$ cat src/rtl/dtc_request_detector.sv
// Packet detector on the XCVR word stream: frames SOP + 8 payload words, checks the
// XOR checksum and raises busy_start for packet types enabled in ACCEPT_MASK.
module dtc_request_detector #(
  parameter int          GAP_TIMEOUT = 16,
  parameter logic [15:0] ACCEPT_MASK = 16'h0015
) (
  input  logic        clk,
  input  logic        reset_n,
  input  logic        rx_valid,
  input  logic [15:0] rx_data,
  input  logic [1:0]  rx_k,
  input  logic        cnt_clear,
  output logic        busy_start,
  output logic        pkt_valid,
  output logic [3:0]  pkt_type,
  output logic [15:0] pkt_word0,
  output logic        err_crc,
  output logic        err_trunc,
  output logic [15:0] req_cnt,
  output logic [15:0] err_cnt
);
  localparam int GW = $clog2(GAP_TIMEOUT + 1);

  typedef enum logic {IDLE, PAYLOAD} state_t;
  typedef struct packed {
    logic good;
    logic bad;
    logic trunc;
  } evt_t;

  state_t        state, state_nxt;
  logic [2:0]    idx, idx_nxt;
  logic [15:0]   acc, acc_nxt;
  logic [15:0]   word0, word0_nxt;
  logic [GW-1:0] gap, gap_nxt;
  evt_t          evt;
  logic          sop, data_word, busy_nxt;

  assign sop       = rx_valid && (rx_k == 2'b01) && (rx_data[7:0] == 8'h1C);
  assign data_word = rx_valid && (rx_k == 2'b00);
  // word0 already holds this packet's first payload word by the time word 7 lands
  assign busy_nxt  = evt.good && ACCEPT_MASK[word0[7:4]];

  always_comb begin
    state_nxt = state;
    idx_nxt   = idx;
    acc_nxt   = acc;
    gap_nxt   = gap;
    word0_nxt = word0;
    evt       = '0;
    case (state)
      IDLE: begin
        if (sop) begin
          state_nxt = PAYLOAD;
          idx_nxt   = '0;
          acc_nxt   = '0;
          gap_nxt   = '0;
        end
      end
      PAYLOAD: begin
        if (sop) begin
          evt.trunc = 1'b1;
          idx_nxt   = '0;
          acc_nxt   = '0;
          gap_nxt   = '0;
        end else if (data_word) begin
          gap_nxt = '0;
          idx_nxt = idx + 3'd1;
          acc_nxt = acc ^ rx_data;
          if (idx == 3'd0) word0_nxt = rx_data;
          if (idx == 3'd7) begin
            state_nxt = IDLE;
            evt.good  = (acc == rx_data);
            evt.bad   = (acc != rx_data);
          end
        end else if (rx_valid) begin
          evt.trunc = 1'b1;
          state_nxt = IDLE;
        end else if (gap == GW'(GAP_TIMEOUT - 1)) begin
          evt.trunc = 1'b1;
          state_nxt = IDLE;
        end else begin
          gap_nxt = gap + GW'(1);
        end
      end
      default: state_nxt = IDLE;
    endcase
  end

  always_ff @(posedge clk or negedge reset_n) begin
    if (!reset_n) begin
      state <= IDLE;
      idx   <= '0;
      acc   <= '0;
      gap   <= '0;
      word0 <= '0;
    end else begin
      state <= state_nxt;
      idx   <= idx_nxt;
      acc   <= acc_nxt;
      gap   <= gap_nxt;
      word0 <= word0_nxt;
    end
  end

  always_ff @(posedge clk or negedge reset_n) begin
    if (!reset_n) begin
      busy_start <= 1'b0;
      pkt_valid  <= 1'b0;
      err_crc    <= 1'b0;
      err_trunc  <= 1'b0;
      pkt_type   <= '0;
      pkt_word0  <= '0;
    end else begin
      busy_start <= busy_nxt;
      pkt_valid  <= evt.good;
      err_crc    <= evt.bad;
      err_trunc  <= evt.trunc;
      if (evt.good) begin
        pkt_type  <= word0[7:4];
        pkt_word0 <= word0;
      end
    end
  end

  // Counters advance on the same edge as the pulse so they read updated alongside it
  always_ff @(posedge clk or negedge reset_n) begin
    if (!reset_n) begin
      req_cnt <= '0;
      err_cnt <= '0;
    end else if (cnt_clear) begin
      req_cnt <= '0;
      err_cnt <= '0;
    end else begin
      if (busy_nxt && req_cnt != 16'hFFFF) req_cnt <= req_cnt + 16'd1;
      if ((evt.bad || evt.trunc) && err_cnt != 16'hFFFF) err_cnt <= err_cnt + 16'd1;
    end
  end

endmodule

$ cat config.mk
export PLATFORM = sky130hd
export DESIGN_NAME = dtc_request_detector
export DESIGN_NICKNAME = d
export VERILOG_FILES = /design/src/rtl/dtc_request_detector.sv
export SDC_FILE = /design/constraint.sdc
export NUM_CORES = 1
export LEC_CHECK = 0
export BUFFER_PORTS_ARGS = -buffer_cell sky130_fd_sc_hd__buf_2
export CAP_MARGIN = 20
export CORE_MARGIN = 2
export CORE_UTILIZATION = 35
export DETAILED_ROUTE_END_ITERATION = 10
export GPL_TIMING_DRIVEN = 0
export SLEW_MARGIN = 20
export SYNTH_ARGS = -nofsm -noshare
export SYNTH_HDL_FRONTEND = slang
export SYNTH_SLANG_ARGS = --single-unit
$ cat constraint.sdc
create_clock -name clk -period 2.4 [get_ports clk]
set_input_delay 0.24 -clock clk [delete_from_list [all_inputs] [get_ports clk]]
set_output_delay 0.24 -clock clk [all_outputs]
set_load 0.01 [all_outputs]
==> summary.txt <==
Floorplan
  – Top Ports: between 70 and 80
  – Initial Util: 0.354
  – Die Wd: 119 um
  – DIE HEIGHT: about 120 um
  – Die area: 0.0142 sq mm
  – # rows: 42
  – Core area: approximately 0.013 sq mm

STA
  – Final hold slack: between 0.15 and 0.2 ns
  – RSZ-0062 raised after global routing: no
  – Worst Skew: 0.00523 ns
  – Slew HR: 0.578
  – Final min period: 2.27 ns
  – Slew at the pin closest to its max-slew limit: around 0.63 ns
  – Final Setup Violations: 0
  – Final WS setup: roughly 0.13 ns
  – Final period util: 0.947
  – Max-slew violations: 0
  – Final hold viol count: 0
  – F_max: roughly 0.44 GHz

Power
  – Power Density: approximately 540 mW/mm^2
  – P_sw: 0.691 mW
  – Peak supply drop: 251 uV
  – Int Pwr: ~2.3 mW
  – Sw frac: 0.228
  – Clk pwr share: 0.442
  – Final Power: approximately 3.0 mW
  – Power share of the combinational group: 0.039
  – Leak pwr: between 2 and 3 nW
  – Sequential share of power: 0.519

Route
  – First-pass DRT Iterations: 4
  – DR top layer: met4
  – Via Count: between 3000 and 4000
  – DRC: 0
  – DR iter-0 viols: approximately 250
  – Routed met3 length: around 520 um
  – M1 WL: ~5000 um
  – Met2 WL: around 4900 um
  – Vias per Instance: around 5.1
  – Wirelength per Cell: approximately 15 um
  – Detail Route Antenna Nets: 0
  – WL final: 10400 um

Clock network
  – Clock buffer depth: 2
  – Clk sinks: 93
  – Worst-Skew Late Latency: ~0.35 ns
  – CTS tree: yes
  – H-tree Lvls: 3
  – CTS Root Buffer Type: clkbuf_16
  – CTS Buf Count: 9
  – Worst-path clk slew: approximately 0.070 ns

Setup path
  – CP Max Fanout: 10
  – Required time worst endpoint: around 2.6 ns
  – CP Capture Type: flip-flop
  – CP Launch Type: flip-flop
  – WS Path Type: reg2reg
  – CP arrival: ~2.5 ns

Place
  – Placed Cells: between 600 and 700
  – Placed cell area: approximately 0.0053 sq mm
  – Input/output buffers: between 70 and 80
  – Pre-CTS setup slack: -0.0715 ns
  – GPL Wtd Cong: around 0.83
  – Post-DP HPWL: 7600 um

Global routing
  – Vias in the first global route: between 3000 and 4000
  – Antenna violations before repair: 0
  – First-pass GRT wire length: approximately 18000 um
  – Pin count of the biggest net entering global routing: just under 70
  – Total congestion overflow: 0
  – Total track usage: 0.158

Logic synthesis
  – Async SR Flop Fraction: 1.00
  – Synthesized area per cell: between 10 and 15 sq um
  – Ys flop type: dfrtp_1
  – Synth Net Count: between 400 and 500
  – Post-synth EDFFs: 0
  – Mapped Area: around 0.0046 sq mm
  – Netlist cell types: 60
  – Register area share after synthesis: 0.503
  – Gate Count Post-Synth: 443
  – Synth warn: 0
  – Post-synthesis register bit count: 93

Final layout
  – Fin cells: 715
  – Layout cells sized above 1: 0.280
  – Area delta synth->final: 21.3%
  – # diodes: 0
  – Final #Nets: 564
  – Finished Cell Area: approximately 0.0056 sq mm

Min path
  – Worst hold path class: in2reg

Flow run
  – Max-cap violations: 0

Status
  – Status: complete, no violations
==> what timing repair did <==
item | CTS | global route
setup endpoints to repair | 10 | 23
hold buffers | 1 | 0
buffers inserted | 1 | 2
pin swaps | 1 | 3
hold endpoints to repair | 25 | 0
resized for setup | 2 | 7
==> per-stage QoR <==
step | util | TNS, ns
after detailed placement | 0.402 | -0.174
after CTS | 0.426 | 0
after floorplan | - | 0
final | 0.429 | 0
after global placement | 0.400 | -0.0467
after global routing | 0.429 | 0
==> per-layer routing <==
| metal | track usage | up-vias |
|---|---|---|
| met5 | 0 | - |
| met4 | 0.0536 | 0 |
| met3 | 0.0417 | 12 |
| met2 | 0.247 | 77 |
| met1 | 0.214 | 1802 |
| li1 | - | 1771 |
==> worst max-delay path: stages, from the launching register on <==
cell	delay, ns
dfrtp_1	0.45
nand4_1	0.25
or2_1	0.29
buf_2	0.15
or3_4	0.40
a22oi_4	0.20
buf_6	0.17
mux2i_1	0.18
nor2_1	0.05
==> final timing paths <==
| check | start | end | slack, ns | depth (start not counted) |
|---|---|---|---|---|
| worst max-delay path | err_cnt[7] | err_cnt[1] | 0.13 | 8 |
| worst min-delay path | rx_data[12] | acc[12] | 0.17 | 3 |
| worst max register to register | err_cnt[7] | err_cnt[1] | 0.13 | 8 |
| worst min register to register | word0[8] | pkt_word0[8] | 0.48 | 1 |
| max in group asynchronous | reset_n | idx[2] | 1.46 | 3 |
| min in group asynchronous | reset_n | err_cnt[8] | 0.32 | 2 |
==> cells in the final DEF (no fill, tap or decap), types with 2 or more instances in the layout <==
| cell type | Yosys | final |
|---|---|---|
| a21oi_1 | 24 | 24 |
| and2_1 | 3 | 3 |
| and3_1 | 5 | 4 |
| buf_2 | 4 | 80 |
| buf_4 | 6 | 8 |
| buf_6 | 2 | 4 |
| clkbuf_1 | 11 | 10 |
| clkbuf_16 | 0 | 9 |
| clkinv_4 | 0 | 2 |
| clkinvlp_4 | 0 | 2 |
| dfrtp_1 | 93 | 92 |
| ha_1 | 7 | 5 |
| ha_2 | 0 | 2 |
| inv_1 | 13 | 13 |
| mux2_1 | 17 | 17 |
| mux2_2 | 16 | 16 |
| mux2i_1 | 2 | 2 |
| nand2_1 | 32 | 32 |
| nand2b_1 | 2 | 2 |
| nand3_1 | 14 | 14 |
| nand4_1 | 13 | 13 |
| nand4_2 | 2 | 2 |
| nor2_1 | 28 | 28 |
| nor2b_1 | 4 | 4 |
| nor3_1 | 3 | 3 |
| nor4_1 | 4 | 3 |
| o21ai_0 | 41 | 41 |
| o21ai_1 | 16 | 16 |
| o31ai_1 | 6 | 6 |
| or2_1 | 2 | 2 |
| or3_1 | 16 | 16 |
| or3_2 | 4 | 4 |
| or4_1 | 6 | 6 |
| xnor2_1 | 15 | 12 |
| xnor2_2 | 1 | 4 |
| xor2_1 | 3 | 3 |
==> power by group through the flow <==
stage / registers (mW) / logic (mW) / clock network (mW)
floorplan: 1.60 / 0.0324 / 0
global placement: 1.60 / 0.107 / 0
detailed placement: 1.60 / 0.116 / 0
CTS: 1.57 / 0.118 / 1.38
global route: 1.57 / 0.134 / 1.46
finish: 1.57 / 0.117 / 1.34
==> synthesized netlist by cell type (all sizes together) (2+ instances only) <==
| cell | n | share of area |
|---|---|---|
| or4 | 6 | 0.0097 |
| and2 | 3 | 0.0041 |
| nor3 | 3 | 0.0032 |
| nor2b | 4 | 0.0054 |
| dfrtp | 93 | 0.50 |
| o21ai | 57 | 0.062 |
| ha | 7 | 0.019 |
| nand2 | 33 | 0.028 |
| mux2 | 33 | 0.080 |
| nand2b | 2 | 0.0027 |
| a21oi | 25 | 0.028 |
| nand4 | 15 | 0.023 |
| or2 | 4 | 0.0054 |
| inv | 13 | 0.011 |
| nand3 | 15 | 0.017 |
| and3 | 5 | 0.0068 |
| o31ai | 6 | 0.0097 |
| xnor2 | 16 | 0.032 |
| buf | 12 | 0.019 |
| clkbuf | 11 | 0.0089 |
| mux2i | 2 | 0.0043 |
| nor4 | 5 | 0.010 |
| xor2 | 3 | 0.0057 |
| a211oi | 2 | 0.0043 |
| nor2 | 29 | 0.027 |
| or3 | 21 | 0.031 |
==> final cells by class <==
class / instances / area, sq um
clock buffers: 10 / 239
multi-input cells: 314 / 2160
flip-flops and latches: 93 / 2330
clock inverters: 5 / 37.5
well taps: 176 / 220
inverters: 13 / 48.8
fillers: 1265 / 7470
repair buffers: 82 / 452
plain buffers: 22 / 129
==> flip-flops by register name (all words and copies together) (netlist names) <==
name,flops
pkt_valid,1
gap,5
idx,3
pkt_word0,13
word0,16
err_crc,1
acc,16
err_cnt,16
req_cnt,16
pkt_type,3
err_trunc,1
state,1
busy_start,1
==> logic make-up (layout without fill, tap and decap cells) <==
group	after synthesis	after routing	synth area share
and+or+nand+nor	152	152	0.188
AOI/OAI and AO/OA	101	101	0.130
DFF	93	93	0.503
buffers and inverters	36	132	0.0384
muxes	35	35	0.0846
xor gates and xnor gates	19	19	0.0376
adders and majority gates	7	7	0.0189
No activity file was read; power rests on OpenSTA's default activity.
